$ cat src/rtl/c499_sec_encoder.sv
// c499_sec_encoder: pipelined check-bit generator for the c499 32-bit SEC decoder.
// Stage 1 registers group/column parities, the data word and the fault mask.
// Stage 2 combines parities into 8 check bits and applies the fault mask.
// A valid/ready handshake runs on both sides, and a counter tracks output transfers.
module c499_sec_encoder #(
  parameter int PIPE_STAGES = 2,
  parameter int CNT_W       = 16
) (
  input  logic             clk,
  input  logic             rst_n,
  input  logic             in_valid,
  output logic             in_ready,
  input  logic [31:0]      in_data,
  input  logic [39:0]      in_flip,
  output logic             out_valid,
  input  logic             out_ready,
  output logic [31:0]      out_data,
  output logic [7:0]       out_chk,
  output logic             out_en,
  output logic [CNT_W-1:0] word_cnt
);

  // Group parities: P[j] covers d[4j+3:4j]
  function automatic logic [7:0] grp_par(input logic [31:0] d);
    logic [7:0] p;
    p = '0;
    for (int unsigned j = 0; j < 8; j++) begin
      p[j] = ^d[4*j +: 4];
    end
    return p;
  endfunction

  // Column parities: columns within the low and high 16-bit halves
  function automatic logic [7:0] col_par(input logic [31:0] d);
    logic [7:0] c;
    c = '0;
    for (int unsigned i = 0; i < 4; i++) begin
      c[i]     = d[i]      ^ d[i+4]  ^ d[i+8]  ^ d[i+12];
      c[4 + i] = d[16 + i] ^ d[20+i] ^ d[24+i] ^ d[28+i];
    end
    return c;
  endfunction

  // Combine parities into the check bits expected by the decoder
  function automatic logic [7:0] combine(input logic [7:0] p, input logic [7:0] c);
    logic [7:0] k;
    k[0] = c[0] ^ p[4] ^ p[5];
    k[1] = c[1] ^ p[6] ^ p[7];
    k[2] = c[2] ^ p[4] ^ p[6];
    k[3] = c[3] ^ p[5] ^ p[7];
    k[4] = c[4] ^ p[0] ^ p[1];
    k[5] = c[5] ^ p[2] ^ p[3];
    k[6] = c[6] ^ p[0] ^ p[2];
    k[7] = c[7] ^ p[1] ^ p[3];
    return k;
  endfunction

  logic        ready_en;
  logic        out_can_load;
  logic        out_load;
  logic        src_valid;
  logic [31:0] load_data;
  logic [39:0] load_flip;
  logic [7:0]  load_p;
  logic [7:0]  load_c;

  assign out_can_load = !out_valid || out_ready;
  assign out_load     = src_valid && out_can_load;

  // Input side stays closed until the first clock edge after reset release
  always_ff @(posedge clk or negedge rst_n) begin
    if (!rst_n) ready_en <= 1'b0;
    else        ready_en <= 1'b1;
  end

  generate
    if (PIPE_STAGES == 1) begin : g_one_stage
      // Parity and combine share the output register stage
      assign src_valid = in_valid && ready_en;
      assign in_ready  = ready_en && out_can_load;
      assign load_data = in_data;
      assign load_flip = in_flip;
      assign load_p    = grp_par(in_data);
      assign load_c    = col_par(in_data);
    end else begin : g_two_stage
      logic        s1_valid;
      logic [31:0] s1_data;
      logic [39:0] s1_flip;
      logic [7:0]  s1_p;
      logic [7:0]  s1_c;
      logic        s1_load;

      // s1 frees up in the same cycle it hands its word to the output stage
      assign in_ready  = ready_en && (!s1_valid || out_can_load);
      assign s1_load   = in_valid && in_ready;
      assign src_valid = s1_valid;
      assign load_data = s1_data;
      assign load_flip = s1_flip;
      assign load_p    = s1_p;
      assign load_c    = s1_c;

      // Stage 1: capture word, mask and parities
      always_ff @(posedge clk or negedge rst_n) begin
        if (!rst_n) begin
          s1_valid <= 1'b0;
          s1_data  <= '0;
          s1_flip  <= '0;
          s1_p     <= '0;
          s1_c     <= '0;
        end else if (s1_load) begin
          s1_valid <= 1'b1;
          s1_data  <= in_data;
          s1_flip  <= in_flip;
          s1_p     <= grp_par(in_data);
          s1_c     <= col_par(in_data);
        end else if (out_can_load) begin
          s1_valid <= 1'b0;
        end
      end
    end
  endgenerate

  // Output stage: combine check bits, apply fault mask, hold while stalled
  always_ff @(posedge clk or negedge rst_n) begin
    if (!rst_n) begin
      out_valid <= 1'b0;
      out_data  <= '0;
      out_chk   <= '0;
      out_en    <= 1'b0;
    end else if (out_load) begin
      out_valid <= 1'b1;
      out_data  <= load_data ^ load_flip[31:0];
      out_chk   <= combine(load_p, load_c) ^ load_flip[39:32];
      out_en    <= 1'b1;
    end else if (out_ready) begin
      out_valid <= 1'b0;
      out_en    <= 1'b0;
    end
  end

  // Count accepted output transfers, wrapping naturally
  always_ff @(posedge clk or negedge rst_n) begin
    if (!rst_n)                      word_cnt <= '0;
    else if (out_valid && out_ready) word_cnt <= word_cnt + CNT_W'(1);
  end

endmodule

$ cat config.mk
export PLATFORM = sky130hd
export DESIGN_NAME = c499_sec_encoder
export DESIGN_NICKNAME = d
export VERILOG_FILES = /design/src/rtl/c499_sec_encoder.sv
export SDC_FILE = /design/constraint.sdc
export NUM_CORES = 1
export LEC_CHECK = 0
export ABC_AREA = 1
export CAP_MARGIN = 20
export CORE_ASPECT_RATIO = 0.8
export CORE_MARGIN = 2
export CORE_UTILIZATION = 56
export CTS_CLUSTER_DIAMETER = 30
export DETAILED_ROUTE_END_ITERATION = 6
export PLACE_DENSITY_LB_ADDON = 0.1
export SLEW_MARGIN = 20
export SYNTH_ARGS = -nofsm -noshare
export SYNTH_HDL_FRONTEND = slang
export SYNTH_SLANG_ARGS = --single-unit
$ cat constraint.sdc
create_clock -name clk -period 2.13 [get_ports clk]
set_clock_uncertainty 0.2 [all_clocks]
set_input_delay 0.3195 -clock clk [delete_from_list [all_inputs] [get_ports clk]]
set_output_delay 0.3195 -clock clk [all_outputs]
set_load 0.01 [all_outputs]
==> run metrics <==
drt drc=0; Worst setup SP type=flip-flop; CTS max path bufs=2; critical-path cell list=buf_4, clkdlybuf4s50_1; # IOs=around 140; total core area=around 0.012 mm²; die width=128 µm; kind of critical path=reg2out; fmax=roughly 0.50 GHz; dpl ws=-0.0657 ns; post-layout min period=1.98 ns; CP delay by family, top=buffers and inverters; post-layout util=0.752; synth unique cells=20; Final setup viols=0; Worst-Skew Late Latency=between 0.4 and 0.5 ns; RSZ-0062 raised after global routing=false; Fin. Hold Viols=0; syn nets=905; crit-path max FO=5; clk sinks=147; register area share after synthesis=0.538; WP data arrival=roughly 1.5 ns; root buffer cell=clkbuf_16; Fillers=~870; WL per Instance=about 14 µm; CP bufs+invs=2; Detail Placement HPWL=between 10 and 15 mm; row count=36; Placer Congestion=a little under 0.9; Die Span Y=103 µm; status=completed; Detailed Route Iter0 Violations=around 260; design area=0.00904 mm²; register area=between 0.003 and 0.004 mm²; Slew Viols, Final=0; Worst-path clk slew=approximately 0.060 ns; htree depth=4; vias in the first global route=around 5500; global route overflow=0; GR Util All Layers=0.252; WL final=between 15 and 20 mm; Cell Area, Placed=0.00838 mm²; pin count of the biggest net entering global routing=52; mapped cell area=between 0.006 and 0.007 mm²; Synth Instances=828; Final period util=0.931; TritonCTS clock tree=yes; Area growth, synth to finish=32.4%; Antenna diodes=0; setup TNS=0 ns; CP peak stage delay=approximately 0.54 ns; dpl cells=1100; P_leak=around 4.5 nW; hold_ws=0.230 ns; multi-input logic area=0.00269 mm²; Synth Register Bits=~150; average via count per standard cell=4.89; Final Non-Filler Cells=between 1000 and 1500; first-pass GRT wire length=about 26 mm; HP Class=in2async; TritonCTS Buffers=17; total number of vias=5540; layout cells sized above 1=0.0540; slowest CP cell=clkdlybuf4s50_1; max cap viols=0; final worst slack=around 0.15 ns; Critical Path RT=roughly 1.6 ns; buffers added on ports=134; peak supply drop=0.593 mV; Initial Util=0.568; first drt pass iteration count=4; Pwr per Cell Area=~1100 mW/mm²; synth warn=0; initial antenna violation count=0; die area=around 0.013 mm²; Avg Inst Size Synth=roughly 8.3 µm²; critical path endpoint category=output port; nets=around 1000; Tot Pwr=approximately 9.5 mW; post-route ant nets=0
[cell usage in the layout (no fill, tap or decap), types with 2 or more instances in the layout]
cell,n
clkbuf_16,17
buf_4,9
buf_12,6
nand2_1,331
clkdlybuf4s50_1,132
inv_1,77
nor2_1,65
a21oi_1,40
dfrtp_1,146
nand3_1,24
bufinv_16,4
nor3_1,2
xnor2_1,51
nand4_1,3
o21ai_0,29
inv_2,2
xor2_1,24
clkbuf_8,5
clkinv_2,4
[worst paths after layout]
check / slack [ns] / end / startpoint / cells after the start
hold / removal: 0.23 / word_cnt[9] / rst_n / 2
setup reg to reg: 0.39 / word_cnt[15] / out_valid / 8
setup / recovery: 0.15 / out_valid / out_valid / 2
min in group clk: 0.23 / g_two_stage.s1_flip[27] / in_flip[27] / 3
max in group asynchronous: 0.85 / g_two_stage.s1_data[26] / rst_n / 3
hold reg to reg: 0.30 / g_two_stage.s1_flip[39] / g_two_stage.s1_flip[39] / 2
[sequential cells by signal (all words and copies together), names as in the netlist]
name and flops:
g_two_stage.s1_c 8, g_two_stage.s1_data 32, g_two_stage.s1_flip 40, g_two_stage.s1_p 8
g_two_stage.s1_valid 1, out_chk 8, out_data 32, out_valid 1
ready_en 1, word_cnt 16
[where the power goes]
group / leakage (nW) / switching, mW / internal, mW
Clock: 0.323 / 1.12 / 2.11
Combinational: 2.44 / 1.13 / 1.30
Sequential: 1.76 / 0.450 / 3.39
Total: 4.52 / 2.70 / 6.80
[kinds of logic after synthesis]
group | after synthesis | synth area share
AND/OR/NAND/NOR | 427 | 0.241
AO/OA/AOI/OAI | 70 | 0.0518
XOR/XNOR | 75 | 0.0961
flip-flops | 147 | 0.538
buffers and inverters | 107 | 0.0699
adder cells (fa/ha/maj) | 1 | 0.00183
other | 1 | 0.000549
[final cells by class]
type                    instances  area share
clock buffers                  23      0.0551
multi-input cells             574       0.298
well taps                     152      0.0210
clock inverters                 9      0.0165
inverters                      79      0.0328
repair buffers                150       0.170
flip-flops and latches        147       0.407
[Yosys cell counts (all sizes together)]
cell type  count  share of area
a21oi         41          0.031
buf           22          0.023
clkbuf         6         0.0033
conb           1        0.00055
dfrtp        147           0.54
ha             1         0.0018
inv           79          0.043
nand2        332           0.18
nand3         24          0.018
nand4          3         0.0027
nor2          66          0.037
nor3           2         0.0015
o21ai         29          0.021
xnor2         51          0.065
xor2          24          0.031
[layer usage]
layer	global-route usage	share of wire
met1	0.329	0.46
met2	0.422	0.48
met3	0.0695	0.052
met4	0.0702	0.011
met5	0	0
[what timing repair did]
action                     CTS  global route
hold endpoints to repair    48             0
setup endpoints to repair    1             0
setup buffers                1             0
hold buffers                 1             0
resized for setup            2             0
No activity file was read; power rests on OpenSTA's default activity.
